`config.mk`:
```
export PLATFORM = sky130hd
export DESIGN_NAME = enemy_projectile_engine
export DESIGN_NICKNAME = d
export VERILOG_FILES = /design/src/rtl/enemy_projectile_engine.sv
export SDC_FILE = /design/constraint.sdc
export NUM_CORES = 1
export LEC_CHECK = 0
export BUFFER_PORTS_ARGS = -buffer_cell sky130_fd_sc_hd__buf_2
export CAP_MARGIN = 30
export CORE_UTILIZATION = 42
export CTS_CLUSTER_SIZE = 14
export DETAILED_ROUTE_END_ITERATION = 10
export SETUP_SLACK_MARGIN = 0.02
export SYNTH_ARGS = -nofsm -noshare
export SYNTH_HDL_FRONTEND = slang
export SYNTH_SLANG_ARGS = --single-unit
```
`constraint.sdc`:
```
create_clock -name clk_master -period 5 [get_ports clk_master]
set_clock_uncertainty 0.05 [all_clocks]
set_input_delay 0.5 -clock clk_master [delete_from_list [all_inputs] [get_ports clk_master]]
set_output_delay 0.5 -clock clk_master [all_outputs]
set_load 0.005 [all_outputs]
```
`src/rtl/enemy_projectile_engine.sv`:
```
// enemy_projectile_engine: owns NUM_PROJ falling enemy projectiles, spawns them
// every SPAWN_PERIOD step pulses, moves them on pulse_stepCycle and tests them
// against the player box, producing a one-cycle registered playerHit pulse.
// Optional feature macro: PROJ_RANDOM_X_EN (LFSR-driven spawn X). Without it the
// spawn X walks through eight fixed lanes.
module enemy_projectile_engine #(
  parameter int unsigned NUM_PROJ        = 4,
  parameter int unsigned PROJ_W          = 10,
  parameter int unsigned PROJ_H          = 10,
  parameter int unsigned PROJ_STEP       = 8,
  parameter int unsigned SPAWN_PERIOD    = 20,
  parameter int unsigned TOP_Y           = 35,
  parameter int unsigned BOTTOM_BOUNDARY = 515,
  parameter int unsigned LEFT_BOUNDARY   = 144,
  parameter int unsigned RIGHT_BOUNDARY  = 784,
  parameter logic [15:0] LFSR_SEED       = 16'hACE1
) (
  input  logic                   clk_master,
  input  logic                   rst,
  input  logic                   pulse_stepCycle,
  input  logic                   enable,
  input  logic [9:0]             playerX,
  input  logic [8:0]             playerY,
  input  logic [9:0]             playerW,
  input  logic [8:0]             playerH,
  input  logic                   immune,
  output logic                   playerHit,
  output logic [NUM_PROJ*10-1:0] projX,
  output logic [NUM_PROJ*10-1:0] projY,
  output logic [NUM_PROJ-1:0]    projValid,
  output logic [7:0]             hitCount
);

  localparam int unsigned CW    = 10;
  localparam int unsigned MW    = 11;
  localparam int unsigned CNT_W = (SPAWN_PERIOD > 1) ? $clog2(SPAWN_PERIOD) : 1;

  logic [NUM_PROJ-1:0][CW-1:0] x_q, x_d, y_q, y_d;
  logic [NUM_PROJ-1:0]         valid_q, valid_d;
  logic [CNT_W-1:0]            cnt_q, cnt_d;
  logic [1:0]                  holdoff_q, holdoff_d;
  logic                        hit_q, hit_d;
  logic [7:0]                  hit_count_q, hit_count_d;
  logic [CW-1:0]               spawn_x;
  logic [NUM_PROJ-1:0]         overlap, hit_sel, free_sel;
  logic [MW-1:0]               pl_x_end, pl_y_end;
  logic                        do_step;

  assign do_step  = enable && pulse_stepCycle;
  assign pl_x_end = MW'(playerX) + MW'(playerW);
  assign pl_y_end = MW'(playerY) + MW'(playerH);

`ifdef PROJ_RANDOM_X_EN
  logic [15:0] lfsr_q, lfsr_d;
  logic [9:0]  lfsr_c;
  logic [31:0] unused_cfg;

  assign unused_cfg = 32'(RIGHT_BOUNDARY);
  assign lfsr_c     = lfsr_q[9:0];
  assign spawn_x    = CW'(LEFT_BOUNDARY) + ((lfsr_c >= 10'd630) ? (lfsr_c - 10'd512) : lfsr_c);

  // Galois LFSR step (taps 16,14,13,11); free-runs regardless of enable
  always_comb begin
    lfsr_d = {1'b0, lfsr_q[15:1]} ^ (lfsr_q[0] ? 16'hB400 : 16'h0000);
  end

  // LFSR register
  always_ff @(posedge clk_master) begin
    if (rst) lfsr_q <= LFSR_SEED;
    else     lfsr_q <= lfsr_d;
  end
`else
  logic [2:0]  lane_q, lane_d;
  logic [31:0] unused_cfg;

  assign unused_cfg = 32'(RIGHT_BOUNDARY) ^ {16'd0, LFSR_SEED};
  assign spawn_x    = CW'(LEFT_BOUNDARY + 40) + CW'(80) * CW'(lane_q);

  // Lane register, advanced only by a successful spawn
  always_ff @(posedge clk_master) begin
    if (rst) lane_q <= 3'd0;
    else     lane_q <= lane_d;
  end
`endif

  // Per-slot box overlap against the player, 11-bit to avoid wrap
  always_comb begin
    overlap = '0;
    for (int unsigned i = 0; i < NUM_PROJ; i++) begin
      overlap[i] = valid_q[i] &&
                   (MW'(x_q[i]) < pl_x_end) &&
                   (MW'(x_q[i]) + MW'(PROJ_W) > MW'(playerX)) &&
                   (MW'(y_q[i]) < pl_y_end) &&
                   (MW'(y_q[i]) + MW'(PROJ_H) > MW'(playerY));
    end
  end

  // Lowest-index overlapping slot and lowest-index free slot (pre-edge valid)
  always_comb begin
    logic hit_found;
    logic free_found;
    hit_sel    = '0;
    free_sel   = '0;
    hit_found  = 1'b0;
    free_found = 1'b0;
    for (int unsigned i = 0; i < NUM_PROJ; i++) begin
      if (enable && overlap[i] && !hit_found) begin
        hit_sel[i] = 1'b1;
        hit_found  = 1'b1;
      end
      if (!valid_q[i] && !free_found) begin
        free_sel[i] = 1'b1;
        free_found  = 1'b1;
      end
    end
  end

  // Next state: movement, spawn, hit clearing, pulse and holdoff
  always_comb begin
    x_d         = x_q;
    y_d         = y_q;
    valid_d     = valid_q;
    cnt_d       = cnt_q;
    holdoff_d   = holdoff_q;
    hit_d       = 1'b0;
    hit_count_d = hit_count_q;
`ifndef PROJ_RANDOM_X_EN
    lane_d      = lane_q;
`endif
    if (enable) begin
      if (holdoff_q != 2'd0) holdoff_d = holdoff_q - 2'd1;
      if (do_step) begin
        for (int unsigned i = 0; i < NUM_PROJ; i++) begin
          if (valid_q[i] && !hit_sel[i]) begin
            y_d[i] = y_q[i] + CW'(PROJ_STEP);
            if (MW'(y_q[i]) + MW'(PROJ_STEP) + MW'(PROJ_H) >= MW'(BOTTOM_BOUNDARY))
              valid_d[i] = 1'b0;
          end
        end
        if (cnt_q == CNT_W'(SPAWN_PERIOD - 1)) begin
          cnt_d = '0;
          if (|free_sel) begin
            for (int unsigned i = 0; i < NUM_PROJ; i++) begin
              if (free_sel[i]) begin
                x_d[i]     = spawn_x;
                y_d[i]     = CW'(TOP_Y);
                valid_d[i] = 1'b1;
              end
            end
`ifndef PROJ_RANDOM_X_EN
            lane_d = lane_q + 3'd1;
`endif
          end
        end else begin
          cnt_d = cnt_q + CNT_W'(1);
        end
      end
      if (|hit_sel) begin
        valid_d = valid_d & ~hit_sel;
        if (!immune && holdoff_q == 2'd0) begin
          hit_d     = 1'b1;
          holdoff_d = 2'd2;
          if (hit_count_q != 8'hFF) hit_count_d = hit_count_q + 8'd1;
        end
      end
    end
  end

  // State registers
  always_ff @(posedge clk_master) begin
    if (rst) begin
      x_q         <= '0;
      y_q         <= '0;
      valid_q     <= '0;
      cnt_q       <= '0;
      holdoff_q   <= 2'd0;
      hit_q       <= 1'b0;
      hit_count_q <= 8'd0;
    end else begin
      x_q         <= x_d;
      y_q         <= y_d;
      valid_q     <= valid_d;
      cnt_q       <= cnt_d;
      holdoff_q   <= holdoff_d;
      hit_q       <= hit_d;
      hit_count_q <= hit_count_d;
    end
  end

  assign playerHit = hit_q;
  assign projX     = x_q;
  assign projY     = y_q;
  assign projValid = valid_q;
  assign hitCount  = hit_count_q;

endmodule

```
==> results of run 1 <==
-- logic make-up after synthesis --
| group | Yosys count |
|---|---|
| AO/OA/AOI/OAI | 275 |
| multiplexers | 12 |
| AND/OR/NAND/NOR | 294 |
| XOR/XNOR | 67 |
| buffers and inverters | 112 |
| adder cells (fa/ha/maj) | 157 |
| flip-flops | 83 |
| other | 1 |
-- worst register-to-register path: cells and delay by family, from the launching register on --
| family | cells | cell delay [ps] |
|---|---|---|
| adder cells (fa/ha/maj) | 2 | 550 |
| XOR/XNOR | 1 | 240 |
| AO/OA/AOI/OAI | 8 | 1790 |
| flip-flops | 1 | 570 |
| AND/OR/NAND/NOR | 4 | 550 |
| buffers and inverters | 1 | 180 |
-- layer usage --
metal | up-vias | GRT usage
met5 | - | 0
met4 | 0 | 0.0641
met3 | 23 | 0.0421
met2 | 180 | 0.390
met1 | 3663 | 0.325
li1 | 3920 | -
-- flip-flops by register name, summed over array words and instances, names as in the netlist --
name	flops
cnt_q	5
hitCount	8
holdoff_q	2
lane_q	3
playerHit	1
projValid	4
projX	28
projY	32
-- how the worst min path moves through the flow --
stage	endpoint	cells past startpoint	startpoint	slack [ps]
5_1_grt	cnt_q[1]$_SDFFE_PP0P_	2	cnt_q[1]$_SDFFE_PP0P_	470
2_1_floorplan	cnt_q[1]$_SDFFE_PP0P_	2	cnt_q[1]$_SDFFE_PP0P_	400
4_1_cts	holdoff_q[1]$_SDFFE_PP0P_	2	holdoff_q[1]$_SDFFE_PP0P_	430
3_5_place_dp	holdoff_q[1]$_SDFFE_PP0P_	2	holdoff_q[1]$_SDFFE_PP0P_	420
6_report	cnt_q[1]$_SDFFE_PP0P_	2	cnt_q[1]$_SDFFE_PP0P_	440
3_3_place_gp	cnt_q[1]$_SDFFE_PP0P_	2	cnt_q[1]$_SDFFE_PP0P_	410
-- what timing repair did --
| action | 4_1_cts | 5_1_grt |
|---|---|---|
| hold endpoints to repair | 0 | 0 |
| resized for setup | 0 | 30 |
| setup buffers | 0 | 6 |
| pin swaps | 0 | 19 |
| setup endpoints to repair | 1 | 22 |
| cloned | 0 | 1 |
-- cell type report --
type                       instances  area [um2]  area share
multi-input combinational        822        6100       0.635
clock buffer                      10         239      0.0249
sequential                        83        1660       0.173
inverter                          67         251      0.0262
tap                              260         325      0.0339
timing repair buffer             167         980       0.102
clock inverter                     6        46.3     0.00482
-- report_power, final --
part | internal (mW) | switching (mW)
clock | 0.353 | 0.295
combinational | 0.169 | 0.236
sequential | 0.662 | 0.00267
-- per-stage QoR --
| step | std cells | total power, mW | util |
|---|---|---|---|
| 5_1_grt | 1415 | 1.81 | 0.510 |
| 3_5_place_dp | 1392 | 1.06 | 0.486 |
| 2_1_floorplan | 1016 | 0.928 | - |
| 6_report | 1415 | 1.72 | 0.510 |
| 3_3_place_gp | 1391 | 1.05 | 0.485 |
| 4_1_cts | 1408 | 1.71 | 0.501 |
-- synth_stat cells (3+ instances only) --
cell type	number
ha_1	154
a21oi_1	103
dfxtp_1	83
nor2_1	73
nand2_1	72
inv_1	67
nand3_1	51
xnor2_1	40
o21ai_0	34
xor2_1	27
a21o_1	24
clkbuf_1	24
nor3_1	21
buf_4	20
a211oi_1	16
nand4_1	15
o21a_1	13
nand2b_1	12
and3_1	10
o211ai_1	10
nor2b_1	9
o21bai_1	9
mux2i_1	7
a2111oi_0	5
a22o_1	5
and4_1	5
mux2_2	5
o311ai_0	5
o41ai_1	5
a32oi_1	4
and2_1	4
nand3b_1	4
nor3b_1	4
o2111ai_1	4
or3_1	4
a211o_1	3
a2bb2oi_1	3
a31oi_1	3
o211a_1	3
o22ai_1	3
o31ai_1	3
or2_2	3
==> metrics.md, run 1 <==
| Metric | Value |
|---|---|
| Reg-to-Reg End | hitCount[0]$_SDFFE_PP0P_ |
| DRT Pass-1 Iters | 5 |
| CP endpoint | hitCount[0]$_SDFFE_PP0P_ |
| Die Width | 141 um |
| Minimum clock period | 4940 ps |
| Final Hold Violating Endpoints | 0 |
| DIE HEIGHT | 141 um |
| Routed wire length | 23600 um |
| Final Instance Area | 0.00961 mm2 |
| R2r startpoint | projY[13]$_SDFFE_PP0P_ |
| Critical path's top delay family | compound AO/OA/AOI/OAI gates |
| Setup slack after layout | 62.6 ps |
| Post-synthesis cell area | 0.00810 mm2 |
| Clock root buffer | clkbuf_16 |
| Kind of critical path | in2reg |
| Layout filler cell count | 1886 |
| Flop2flop setup slack | 990 ps |
| Initial antenna violation count | 0 |
| 1st-iter DRT viols | 439 |
| CP startpoint | playerY[0] |
| FF+latch count, synth | 83 |
| Cells after Synth | 1001 |
| Fin crit share | 0.987 |
| Synth warn | 0 |
| Sum Neg Setup Slack | 0 ps |
| Final setup fails | 0 |
| Top Layer Used | met4 |
| Post-Synth Adder-Cell Area | 0.244 |
| Pwr Density | 179 mW/mm2 |
| Top area cells in the synthesized netlist | ha_1 (24%), dfxtp_1 (21%), a21oi_1 (6.4%) |
| Routed wl met2 | 10900 um |
| Worst relative slew slack | 0.393 |
| Post-Synth Simple-Gate Area | 0.176 |
| CP bufs+invs | 3 |
| GR Overflow Total | 0 |
| Top FF cell, synth | dfxtp_1 |
| Clk pin slew, worst setup/hold paths | 60 ps |
| Starting density of the core | 0.430 |
| Pleak | 4.65 nW |
| RePlAce Congestion | 0.873 |
| Post-synthesis compound-gate area fraction | 0.225 |
| Worst ir drop on vdd | 0.181 mV |
| Core area | 0.0188 mm2 |
| Placement Setup Slack | -343 ps |
| Global-route wire length before repair | 37000 um |
| Fraction of layout cells with a size suffix above 1 | 0.189 |
| Routed len/inst | 16.7 um |
| IO Port Bufs | 119 |
| Xor/xnor share of the synthesized area | 0.0725 |
| Seq/Total Area, Yosys | 0.205 |
| Via count | 7786 |
| Area Growth Syn to Fin | 18.7% |
| Number of diodes | 0 |
| Routed wl met3 | 1200 um |
| Crit path max-delay cell type | a2111o_1 |
| Async SR Flop Fraction | 0 |
| Post-DP Area | 0.00915 mm2 |
| Fmax | 203 MHz |
| Number of synthesized flops with an enable pin | 0 |
| Main combinational cell family by area after synthesis | adder cells |
| Hpwl dp | 18500 um |
| Most common cell after layout, fill and taps aside | ha_1 |
| Setup crit end kind | flip-flop |
| Cts hold-fix bufs | 0 |
| CTS tree | yes |
| Status | completed |
| Commonest cells after routing, fill and taps aside | ha_1 (153), buf_2 (117), a21oi_1 (98) |
| TritonCTS Buffers | 9 |
| Average footprint of a synthesized cell | 8.09 um2 |
| CP peak stage delay | 570 ps |
| Crit path max fanout | 6 |
| RSZ-0062 raised after global routing | yes |
| Gr usage total | 0.240 |
| Nets | 1349 |
| Worst reg-to-reg path cell count | 16 |
| # IOs | 136 |
| Post-synth top area share | 0.238 |
| Largest net degree at the start of global routing | 48 |
| Final slew viol count | 0 |
| Number of global-route vias before repair | 7139 |
| Worst path arrival time | 5180 ps |
| Met1 WL | 11100 um |
| Worst-Margin Slew | 910 ps |
| Vias per cell | 5.50 |
| CTS sink cnt | 83 |
| Clk_lat worst skew | 360 ps |
| Die area | 0.0198 mm2 |
| Post-DRT Antenna Nets | 0 |
| Clk buf depth | 2 |
| Startpoint Class | input pin |
| CP Data Required Time | 5240 ps |
| Hold Slack | 442 ps |
| Max-Cap Viols | 0 |
| Netlist cell types | 68 |
| Hold Crit Class | reg2reg |
| Levels on crit path | 25 |
| Post-synthesis mux area share | 0.0156 |
| H-tree lvl count | 3 |
| # rows | 50 |
| Cell taking the most area after synthesis | ha_1 |
| DR DRC count | 0 |
Power figures use the tool's default switching activity.
==> run 2: changes to the inputs <==
--- a/config.mk
+++ b/config.mk
@@ -10,6 +10,7 @@
 export CORE_UTILIZATION = 42
 export CTS_CLUSTER_SIZE = 14
 export DETAILED_ROUTE_END_ITERATION = 10
+export MAX_ROUTING_LAYER = met4
 export SETUP_SLACK_MARGIN = 0.02
 export SYNTH_ARGS = -nofsm -noshare
 export SYNTH_HDL_FRONTEND = slang
==> constraint.sdc (replaced) <==
create_clock -name clk_master -period 5 [get_ports clk_master]
set_clock_uncertainty 0.05 [all_clocks]
set_input_delay 0.5 -clock clk_master [delete_from_list [all_inputs] [get_ports clk_master]]
set_output_delay 0.5 -clock clk_master [all_outputs]
set_load 0.1 [all_outputs]
==> metrics.md, run 2 (same netlist as run 1, synthesis figures left out) <==
| Metric | Value |
|---|---|
| Status | completed (unchanged) |
| Hold Crit Class | reg2reg (unchanged) |
| Worst reg-to-reg path cell count | 15 (was 16) |
| Total power | 1.77 mW (was 1.72 mW) |
| Area Growth Syn to Fin | 18.6% (was 18.7%) |
| Die Width | 141 um (unchanged) |
| Die area | 0.0198 mm2 (unchanged) |
| Clock root buffer | clkbuf_16 (unchanged) |
| Global-route wire length before repair | 37100 um (was 37000 um) |
| Starting density of the core | 0.430 (unchanged) |
| Crit path max fanout | 6 (unchanged) |
| Routed wire length | 23600 um (about the same) |
| Final Instance Area | 0.00960 mm2 (was 0.00961 mm2) |
| Final core occ | 0.510 (about the same) |
| CP Data Required Time | 5240 ps (about the same) |
| Core area | 0.0188 mm2 (unchanged) |
| Hold depth | 2 (unchanged) |
| Via count | 7762 (was 7786) |
| # IOs | 136 (unchanged) |
| Gr usage total | 0.247 (was 0.240) |
| Vias per cell | 5.49 (was 5.50) |
| Worst relative slew slack | 0.379 (was 0.393) |
| Most common cell after layout, fill and taps aside | ha_1 (unchanged) |
| Cts hold-fix bufs | 0 (unchanged) |
| Clk buf depth | 2 (unchanged) |
| Post-DRT Antenna Nets | 0 (unchanged) |
| Number of global-route vias before repair | 7128 (was 7139) |
| Fmax | 203 MHz (about the same) |
| Fraction of layout cells with a size suffix above 1 | 0.188 (was 0.189) |
| GR Overflow Total | 0 (unchanged) |
| Placed instance count | 1392 (unchanged) |
| Number of diodes | 0 (unchanged) |
| Fin crit share | 0.984 (was 0.987) |
| Final setup fails | 0 (unchanged) |
| CTS sink cnt | 83 (unchanged) |
| Pleak | 4.64 nW (was 4.65 nW) |
| Hold Slack | 442 ps (about the same) |
| Commonest cells after routing, fill and taps aside | ha_1 (153), buf_2 (117), a21oi_1 (98) (unchanged) |
| TritonCTS Buffers | 9 (unchanged) |
| IO Port Bufs | 119 (unchanged) |
| Clk_lat worst skew | 360 ps (about the same) |
| Largest register FFs | 32 (unchanged) |
| Layout filler cell count | 1883 (was 1886) |
| RSZ-0062 raised after global routing | yes (unchanged) |
| Worst-Margin Slew | 931 ps (was 910 ps) |
| Max-Cap Viols | 0 (unchanged) |
| Kind of critical path | in2reg (unchanged) |
| RePlAce Congestion | 0.887 (was 0.873) |
| DRT Pass-1 Iters | 5 (unchanged) |
| DR DRC count | 0 (unchanged) |
| Nets | 1348 (was 1349) |
| Worst path arrival time | 5160 ps (was 5180 ps) |
| H-tree lvl count | 3 (unchanged) |
| 1st-iter DRT viols | 399 (was 439) |
| Setup crit end kind | flip-flop (unchanged) |
| Largest net degree at the start of global routing | 48 (unchanged) |
| Initial antenna violation count | 0 (unchanged) |
| Post-DP Area | 0.00915 mm2 (unchanged) |
| Worst ir drop on vdd | 0.181 mV (about the same) |
| Final cell count without fillers | 1414 (was 1415) |
| CTS tree | yes (unchanged) |
| Final slew viol count | 0 (unchanged) |
| # rows | 50 (unchanged) |
| Final Hold Violating Endpoints | 0 (unchanged) |
| Minimum clock period | 4920 ps (was 4940 ps) |
| Clk pin slew, worst setup/hold paths | 70 ps (was 60 ps) |
| Hpwl dp | 18500 um (unchanged) |
| DIE HEIGHT | 141 um (unchanged) |
| Startpoint Class | input pin (unchanged) |
| Pwr Density | 184 mW/mm2 (was 179 mW/mm2) |
| Routed len/inst | 16.7 um (about the same) |
==> run 2: worst max-delay path, cell delays in order <==
cell       delay, ps
buf_8            110
ha_4             150
inv_2             60
fa_2             210
nor2b_1           50
o21ai_1          160
a21oi_1          100
o21ai_1          150
nand2b_1         100
a21o_1           180
a21oi_2          140
xor2_1           250
ha_1             290
and4_4           180
a211oi_2         210
o41ai_2          110
a21oi_1          130
o21ai_1           90
a2111oi_2        390
nand2_1          170
o211a_1          220
a2111o_1         560
or4_1            520
a21oi_1          130
==> run 2: stage by stage <==
stage / TNS [ps] / setup WS (ps)
floorplan: 0 / 138
global placement: -1050 / -177
detailed placement: -2220 / -343
CTS: 0 / 6.37
global route: -951 / -167
finish: 0 / 79.7
==> run 2: final cells by class <==
class	count	area [um2]	share of cell area
repair buffers	166	972	0.101
clock buffers	10	239	0.0249
clock inverters	6	46.3	0.00482
multi-input cells	822	6100	0.636
flip-flops and latches	83	1660	0.173
well taps	260	325	0.0339
inverters	67	251	0.0262
==> run 2: final timing paths <==
| kind | from | endpoint | slack [ps] |
|---|---|---|---|
| max | playerY[0] | hitCount[5]$_SDFFE_PP0P_ | 80 |
| max reg2reg | projY[13]$_SDFFE_PP0P_ | hitCount[5]$_SDFFE_PP0P_ | 1000 |
| min reg2reg | cnt_q[1]$_SDFFE_PP0P_ | cnt_q[1]$_SDFFE_PP0P_ | 440 |
| min | cnt_q[1]$_SDFFE_PP0P_ | cnt_q[1]$_SDFFE_PP0P_ | 440 |
==> run 2: what timing repair did <==
action / CTS / global route
endpoints found under the setup margin: 1 / 22
gates resized for setup: 0 / 30
buffers inserted: 0 / 5
endpoints found under the hold margin: 0 / 0
pin swaps: 0 / 19
gates cloned: 0 / 1
==> run 2: layer usage <==
metal  wire length, um  global-route usage  share of wire
met5                 0                   -              0
met4               399              0.0641          0.017
met3              1190              0.0411          0.050
met2             10800               0.389           0.46
met1             11200               0.328           0.47
==> run 2: power by group <==
group | internal, mW | switching [mW] | total, mW
Clock | 0.353 | 0.294 | 0.647
Sequential | 0.662 | 0.00267 | 0.665
Combinational | 0.169 | 0.289 | 0.458
